[config.mk]
export PLATFORM = sky130hd
export DESIGN_NAME = data_bus_arbiter
export DESIGN_NICKNAME = d
export VERILOG_FILES = /design/src/rtl/data_bus_arbiter.sv
export SDC_FILE = /design/constraint.sdc
export NUM_CORES = 1
export LEC_CHECK = 0
export CAP_MARGIN = 25
export CORE_AREA = 2 2 117 119
export DETAILED_ROUTE_END_ITERATION = 8
export DIE_AREA = 0 0 119 121
export HOLD_SLACK_MARGIN = 0.03
export PLACE_DENSITY = 0.57
export SLEW_MARGIN = 20
export SYNTH_ARGS = -nofsm -noshare
export SYNTH_HDL_FRONTEND = slang
export SYNTH_SLANG_ARGS = --single-unit
[constraint.sdc]
create_clock -name clk -period 3.25 [get_ports clk]
set_input_delay 0.65 -clock clk [delete_from_list [all_inputs] [get_ports clk]]
set_output_delay 0.65 -clock clk [all_outputs]
set_load 0.005 [all_outputs]
[src/rtl/data_bus_arbiter.sv]
// Two-master arbiter for the shared data bus. Master 0 is the CPU data port,
// master 1 is a secondary master. Ownership is granted in bounded bursts with
// round-robin tie-breaking, and a one-cycle turnaround separates owners so
// write-data drivers never overlap.
//
// state  | meaning
// IDLE   | no owner; bus quiet; also serves as turnaround before a new grant
// OWN0   | master 0 owns the bus, bus driven from m0_*
// OWN1   | master 1 owns the bus, bus driven from m1_*
// TURN   | one quiet cycle between two different owners
module data_bus_arbiter #(
  parameter int ADDR_W    = 32,
  parameter int DATA_W    = 32,
  parameter int MAX_BURST = 8
) (
  input  logic              clk,
  input  logic              reset,
  input  logic              m0_req,
  input  logic [ADDR_W-1:0] m0_addr,
  input  logic [1:0]        m0_mode,
  input  logic [DATA_W-1:0] m0_wdata,
  output logic              m0_gnt,
  output logic [DATA_W-1:0] m0_rdata,
  input  logic              m1_req,
  input  logic [ADDR_W-1:0] m1_addr,
  input  logic [1:0]        m1_mode,
  input  logic [DATA_W-1:0] m1_wdata,
  output logic              m1_gnt,
  output logic [DATA_W-1:0] m1_rdata,
  output logic [ADDR_W-1:0] data_bus_addr,
  output logic [1:0]        data_bus_mode,
  output logic [DATA_W-1:0] data_bus_wdata,
  output logic              data_bus_wdata_oe,
  input  logic [DATA_W-1:0] data_bus_rdata,
  output logic              owner,
  output logic              busy
);

  localparam logic [1:0] S_IDLE = 2'd0;
  localparam logic [1:0] S_OWN0 = 2'd1;
  localparam logic [1:0] S_OWN1 = 2'd2;
  localparam logic [1:0] S_TURN = 2'd3;

  // Burst counter saturates here; reaching it under contention forces a handover.
  localparam logic [7:0] BURST_LAST = 8'(MAX_BURST - 1);

  logic [1:0] state;
  logic [1:0] state_nxt;
  logic [7:0] burst_cnt;
  logic       last_owner;
  logic       target;

  logic       own_idx;
  logic       in_own;
  logic       cur_req;
  logic       oth_req;
  logic       enter_own;
  logic       enter_idx;
  logic       to_turn;

  logic [1:0] sel_mode;
  logic       sel_req;

  assign in_own  = (state == S_OWN0) || (state == S_OWN1);
  assign own_idx = (state == S_OWN1);
  assign cur_req = own_idx ? m1_req : m0_req;
  assign oth_req = own_idx ? m0_req : m1_req;

  // Next-state decision and the grant it implies.
  always_comb begin
    state_nxt = state;
    enter_own = 1'b0;
    enter_idx = 1'b0;
    to_turn   = 1'b0;
    case (state)
      S_IDLE: begin
        if (m0_req && m1_req) begin
          enter_own = 1'b1;
          enter_idx = ~last_owner;
        end else if (m0_req) begin
          enter_own = 1'b1;
          enter_idx = 1'b0;
        end else if (m1_req) begin
          enter_own = 1'b1;
          enter_idx = 1'b1;
        end
      end
      S_OWN0, S_OWN1: begin
        if (!cur_req && !oth_req) begin
          state_nxt = S_IDLE;
        end else if (!cur_req) begin
          to_turn = 1'b1;
        end else if (oth_req && (burst_cnt == BURST_LAST)) begin
          to_turn = 1'b1;
        end
      end
      default: begin
        // TURN: prefer the master we were handing over to, else take whoever asks.
        if (target ? m1_req : m0_req) begin
          enter_own = 1'b1;
          enter_idx = target;
        end else if (target ? m0_req : m1_req) begin
          enter_own = 1'b1;
          enter_idx = ~target;
        end else begin
          state_nxt = S_IDLE;
        end
      end
    endcase
    if (to_turn) begin
      state_nxt = S_TURN;
    end
    if (enter_own) begin
      state_nxt = enter_idx ? S_OWN1 : S_OWN0;
    end
  end

  // State, burst counter, last owner and turnaround target registers.
  always_ff @(posedge clk) begin
    if (reset) begin
      state      <= S_IDLE;
      burst_cnt  <= 8'd0;
      last_owner <= 1'b1;
      target     <= 1'b0;
    end else begin
      state <= state_nxt;
      if (enter_own) begin
        last_owner <= enter_idx;
        burst_cnt  <= 8'd0;
      end else if (in_own && cur_req && (burst_cnt != BURST_LAST)) begin
        burst_cnt <= burst_cnt + 8'd1;
      end
      if (to_turn) begin
        target <= ~own_idx;
      end
    end
  end

  assign sel_mode = own_idx ? m1_mode : m0_mode;
  assign sel_req  = cur_req;

  // Bus drive: owner's signals pass straight through; quiet otherwise.
  always_comb begin
    data_bus_addr     = '0;
    data_bus_mode     = 2'b00;
    data_bus_wdata    = '0;
    data_bus_wdata_oe = 1'b0;
    if (in_own) begin
      data_bus_addr     = own_idx ? m1_addr : m0_addr;
      data_bus_wdata    = own_idx ? m1_wdata : m0_wdata;
      data_bus_mode     = (sel_mode == 2'b11) ? 2'b00 : sel_mode;
      data_bus_wdata_oe = sel_req && (sel_mode == 2'b10);
    end
  end

  assign m0_gnt   = (state == S_OWN0);
  assign m1_gnt   = (state == S_OWN1);
  assign m0_rdata = m0_gnt ? data_bus_rdata : '0;
  assign m1_rdata = m1_gnt ? data_bus_rdata : '0;
  assign owner    = last_owner;
  assign busy     = (state != S_IDLE);

endmodule

Word level (Yosys, flattened, before mapping)
Index checks and enable logic that the tools add are counted.
Widths: inputs -> output; s select.
{ "classes": {"addsub": 1, "n_eq_ne": 10, "n_mux": 36, "bitwise_logic": 3, "n_reduce_logical": 14} }
{ "op_table": {"columns": ["operator", "n"], "rows": [
  ["$mux 32", 6],
  ["$mux 1", 18],
  ["$mux 2", 9],
  ["$add 8x1->8 const B", 1],
  ["$eq 8x3->1 const B", 1],
  ["$ne 4x3->1 const B", 2],
  ["$ne 8x3->1 const B", 1],
  ["$eq 2x2->1 const B", 3],
  ["$logic_and 1x1->1", 6],
  ["$ne 4x4->1 const B", 1],
  ["$pmux 1 s2", 2],
  ["$pmux 2 s2", 1],
  ["$reduce_and 4->1", 1],
  ["$reduce_or 2->1", 2],
  ["$ne 3x3->1 const B", 1],
  ["$not 1->1", 3],
  ["$eq 2x1->1 const B", 1],
  ["$logic_not 1->1", 2],
  ["$logic_not 2->1", 1],
  ["$reduce_bool 2->1", 1],
  ["$logic_or 1x1->1", 1]
]} }
{ "word_totals": {"ff_bits": 12, "input_bits": 168, "wordCells": 68} }

Depth between registers and ports, before layout
Gate-level depths: netlist of the first run.
{ "depth": {"ltp_word": 9, "mapped_depth": 8, "mapped_depth_nobuf": 7} }

Worst setup path before layout of the first run
OpenSTA, ideal clock, no wires.
{ "synth_timing": {"kind": "register -> output", "start": "reg state[0]", "end": "out m1_rdata[10]", "arrival_ns": 1.682, "t_required_ns": 2.600, "slack_ns": 0.918, "path_stages_with_launch": 8, "cell_sequence": "dfxtp_1 inv_1 ha_1 clkbuf_2 clkbuf_1 clkbuf_1 clkbuf_1 and2_1"} }
{ "synth_between": {"elab_chain_len": 2} }
{ "synth_rtl": {"columns": ["element", "line_no", "source"], "rows": [
  ["start, declared", "47", "logic [1:0] state;"],
  ["start signal, assigned", "126", "state <= state_nxt;"],
  ["$eq 2x2->1", "157", "assign m1_gnt = (state == S_OWN1);"],
  ["named net m1_gnt", "28", "output logic m1_gnt,"],
  ["$mux 32", "159", "assign m1_rdata = m1_gnt ? data_bus_rdata : '0;"],
  ["end, declared", "29", "output logic [DATA_W-1:0] m1_rdata,"]
]} }
The timed path passes the listed nets, and every way through them passes these cells.

Worst setup path after layout of the first run
{ "layout_timing": {"start": "reg state[0]", "end": "out data_bus_addr[31]"} }
{ "layout_between": {"elab_chain_len": 3, "elab_cells_between_ends": 5} }
{ "layout_rtl": {"columns": ["element", "line_no", "source"], "rows": [
  ["$eq 2x2->1 / $eq 2x1->1 (equally long branches)", "64, 65", null],
  ["$mux 32 / $logic_or 1x1->1 (equally long branches)", "149, 64", null],
  ["$mux 32 *", "148", "if (in_own) begin"],
  ["end, declared", "30", "output logic [ADDR_W-1:0] data_bus_addr,"]
]} }
Every way passes the cells marked *; elsewhere a longest branch is shown, timed or not.

==> flow_summary.ini, run 1 <==
[outcome]
status = finished clean

[yosys]
ys_ff_latch = 12
yosysMostFrequentCell = nor2b_1
netlist.area_leader.share_pct = 29.3
synth_cell_types = 33
syn_inst = 301
synth_area_leaders = mux2i_1, nor2b_1, and2_1
syn_nets = 474
synth_area_leader_cell = mux2i_1
synth_edf_count = 0
yosysWarnings = 0
async_flop_share_pct = 0
synthTopCellsByCount = nor2b_1, and2_1, mux2i_1
syn-cell-area_um2 = 2250
avgSynthCellArea_um2 = 7.49
synth_seq_area_share_pct = 10.7
yosys_most_used_dff = dfxtp_1

[sta]
drv_slew = 0
fin_setup_tns_ns = 0
fin_crit_sh_pct = 90.4
fin_crit_ns = 2.94
setup_viol_count_final = 0
skew_ns = 0.00171
max_slew_margin_pct = 74.5
worstMarginPinSlew_ns = 0.381
finalHoldViolations = 0
fmax_ghz = 0.340
rsz0062_at_grt = false
timing.hold.ws_ns = 0.512

[critical_path]
worstSetupStartpointType = register
rr_worst_depth = 8
arrival_ns = 2.29
worst_setup_path_end_kind = primary output
crit_fanout = 22
path_class = reg2out
required_ns = 2.60
reg2reg_slack_ns = 0.88

[die]
std_cell_rows = 42
die_y_um = 121
fp.dieW_um = 119
num_io_pins = 303
die_area_um2 = 14400
core_um2 = 13100
initial_core_util_pct = 17.2

[global_routing]
grtUsageTotal_pct = 15.8
grt_pass1_vias = 3205
grt_pass1_wl_mm = 17.9
gr-total-overflow = 0
antenna_found_initial = 0
grt_max_degree = 38

[clock_tree]
path_clk_slew_ns = 0.05
cts_buffer_depth = 2
hold_buffers = 0
cts-root-buf = clkbuf_16
cts_made_buffers = 3
h-tree-depth = 1
cts_setup_buffers = 0
worstSkewPairLatency_ns = 0.24
cts_resized = 0
cts_tree = built
cts_sinks = 12

[detailed_routing]
ant_nets = 0
vias = 3136
drt-total-wl_mm = 12.2
initialDrtViolationCount = 50
drc_errors = 0
wl_per_cell_um = 15.9
via_per_inst = 4.09
drtPass1Iterations = 6

[cells_and_area]
area_growth_pct = 147
diodes = 0
nNetsFinal = 765
fillerInstances = 1340
layout-drive-gt1-share_pct = 2.54

[placement]
globalplace.congestion = 0.821
hpwlAfterDp_mm = 10.3
io_buffers = 302

[power]
ir_drop_v = 0.000278
p_leak_nw = 1.99
powerDensity_nw_per_um2 = 548

[run]
cap_violations = 0

[min_path]
whs_path_depth = 2
hold_path.class = reg2reg
[cell families after synthesis]
logic type | after synthesis | share of synthesized area, %
and+or+nand+nor | 166 | 44.1
muxes | 66 | 29.3
buffers and inverters | 29 | 5.22
AOI/OAI and AO/OA | 18 | 5.99
DFF | 12 | 10.7
xor gates and xnor gates | 5 | 1.94
adders and majority gates | 5 | 2.77
[layer usage]
layer,vias to the layer above,track usage [%],wire (um)
met3,12,6.48,1440
met4,0,4.17,230
met1,1353,15.8,4400
li1,1581,-,-
met5,-,0,0
met2,190,30.0,6080
[critical path, stage by stage, from the launching register on]
cell and delay, ns:
dfxtp_1 0.32, inv_1 0.13, ha_4 0.36, buf_4 0.40, mux2i_1 0.15, nor2b_1 0.14
clkdlybuf4s50_1 0.51
[path summary, 6_finish.rpt]
check	from	to
worst max-delay path	state[0]	data_bus_addr[31]
worst min-delay path	burst_cnt[7]	burst_cnt[7]
worst max register to register	state[0]	burst_cnt[7]
worst min register to register	burst_cnt[7]	burst_cnt[7]
[power breakdown]
| group | internal, mW | switching, mW | total [mW] |
|---|---|---|---|
| combinational | 1.62 | 0.985 | 2.60 |
| sequential | 0.168 | 0.0196 | 0.188 |
| clock | 0.186 | 0.0709 | 0.257 |
[sequential cells by signal (all words and copies together) (netlist names)]
register / cells
state: 2
target: 1
owner: 1
burst_cnt: 8
[placed cells by master (no fill, tap or decap), drive strengths merged, types with 5 or more instances in the layout]
cell / synthesis / layout
a21oi: 6 / 6
ha: 5 / 5
dfxtp: 12 / 12
nor2b: 68 / 68
nand3: 5 / 5
and2: 67 / 67
nor2: 12 / 12
mux2i: 66 / 66
nand2: 6 / 6
buf: 6 / 6
inv: 7 / 7
clkdlybuf4s50: 0 / 302
[through the flow]
| step | cell area, um2 | total power [mW] | setup WS (ns) | instances | utilization [%] |
|---|---|---|---|---|---|
| global route | 5570 | 3.29 | 0.132 | 767 | 42.5 |
| global placement | 5480 | 2.83 | 0.370 | 763 | 41.9 |
| floorplan | 2250 | 1.29 | 0.918 | 301 | - |
| detailed placement | 5480 | 2.82 | 0.351 | 763 | 41.9 |
| CTS | 5570 | 3.10 | 0.271 | 767 | 42.5 |
| finish | 5570 | 3.05 | 0.311 | 767 | 42.5 |
[final cells by class]
class                           count  area (um2)  area share (%)
Clock buffer                        4        88.8            1.60
Inverter                            7        26.3           0.472
Multi-Input combinational cell    260        1910            34.3
Sequential cell                    12         240            4.32
Tap cell                          176         220            3.96
Timing Repair Buffer              308        3080            55.4
No activity file was read; power rests on OpenSTA's default activity.
==> run 2, diff against run 1 <==
clock period = 3.8 ns   (was 3.25 ns; I/O delays follow)
==> flow_summary.ini, run 2 (same netlist as run 1, synthesis figures left out) <==
[critical_path]
worst_setup_path_end_kind = primary output
required_ns = 3.04
arrival_ns = 2.41
worstSetupStartpointType = register
critical_path.most_common_cell = nor2b_1
crit_path_max_incr_delay_ns = 0.52
crit_slowest_cell = ha_4
path_class = reg2out
crit_fanout = 32
critical_path.cell_chain = inv_1, ha_4, a32oi_1, nor2b_1, nor2b_1, clkdlybuf4s50_1

[global_routing]
grt_pass1_wl_mm = 17.9
grt_max_degree = 39
grtUsageTotal_pct = 15.8
antenna_found_initial = 0
grt_pass1_vias = 3225
gr-total-overflow = 0

[clock_tree]
cts_made_buffers = 3
cts_setup_buffers = 0
cts_buffer_depth = 2
cts_tree = built
worstSkewPairLatency_ns = 0.24
h-tree-depth = 1
hold_buffers = 0
cts_sinks = 12
cts_resized = 0
cts-root-buf = clkbuf_16
path_clk_slew_ns = 0.05

[power]
ir_drop_v = 0.000206
p_leak_nw = 1.99
powerDensity_nw_per_um2 = 469

[die]
die_area_um2 = 14400
core_um2 = 13100
initial_core_util_pct = 17.2
fp.dieW_um = 119
die_y_um = 121
std_cell_rows = 42
num_io_pins = 303

[sta]
fin_crit_sh_pct = 83.3
rsz0062_at_grt = false
fin_setup_tns_ns = 0
skew_ns = 0.000915
fin_ws_ns = 0.634
max_slew_margin_pct = 38.9
worstMarginPinSlew_ns = 0.917
fin_crit_ns = 3.17
finalHoldViolations = 0
setup_viol_count_final = 0
drv_slew = 0
fmax_ghz = 0.316

[cells_and_area]
diodes = 0
fillerInstances = 1262
top_register = burst_cnt
final_common_cell = clkdlybuf4s50_1
fin_cells = 767
reg_top3 = burst_cnt x8, state x2
nNetsFinal = 765
multi_input_area_um2 = 1910
layout_common_cells = clkdlybuf4s50_1, nor2b_1, and2_1
fin_util_pct = 42.5
largest_reg_flops = 8
area_growth_pct = 147
layout-drive-gt1-share_pct = 2.54
seq_area_um2 = 240

[run]
cap_violations = 0

[outcome]
status = finished clean

[detailed_routing]
drtPass1Iterations = 6
drt-total-wl_mm = 12.3
wl_per_cell_um = 16.0
initialDrtViolationCount = 81
drc_errors = 0
via_per_inst = 4.05
ant_nets = 0
vias = 3104

[placement]
io_buffers = 302
place_worst_setup_slack_ns = 0.669
placedCellCount = 763
globalplace.congestion = 0.868
hpwlAfterDp_mm = 10.4

[min_path]
hold_path.class = reg2reg
## run 2: final cells by class
cell class              instances  share of cell area (%)
inverters                       7                   0.472
flip-flops and latches         12                    4.32
well taps                     176                    3.96
multi-input cells             260                    34.3
repair buffers                308                    55.4
clock buffers                   4                    1.60
## run 2: path summary, 6_finish.rpt
kind | cells after the start | startpoint | to | slack (ns)
max | 6 | state[0] | data_bus_wdata_oe | 0.63
min | 2 | burst_cnt[7] | burst_cnt[7] | 0.50
max reg2reg | 7 | state[0] | burst_cnt[7] | 1.52
min reg2reg | 2 | burst_cnt[7] | burst_cnt[7] | 0.50
## run 2: critical path, delay by kind of cell (launching register included)
family	cells	cell delay, ns
flops	1	0.32
buf+inv	2	0.63
compound gates	1	0.25
simple gates	2	0.42
fa+ha+maj	1	0.52
## run 2: routing by layer
metal	vias to the layer above	part of all wire [%]	track usage, %
li1	1578	-	-
met1	1337	38	16.4
met2	183	51	30.6
met3	6	11	6.16
met4	0	0.40	1.86
met5	-	0	0
## run 2: per-stage QoR
step / hold slack [ns] / total power [mW] / cell area (um2)
3_3_place_gp: 0.470 / 2.42 / 5480
3_5_place_dp: 0.497 / 2.41 / 5480
6_report: 0.501 / 2.61 / 5570
5_1_grt: 0.536 / 2.81 / 5570
4_1_cts: 0.503 / 2.65 / 5570
2_1_floorplan: 0.458 / 1.10 / 2250
## run 2: power by group
group	switching (mW)	internal, mW	total, mW	leakage [nW]
combinational	0.846	1.39	2.23	1.85
sequential	0.0164	0.144	0.160	0.0975
clock	0.0600	0.159	0.219	0.0442
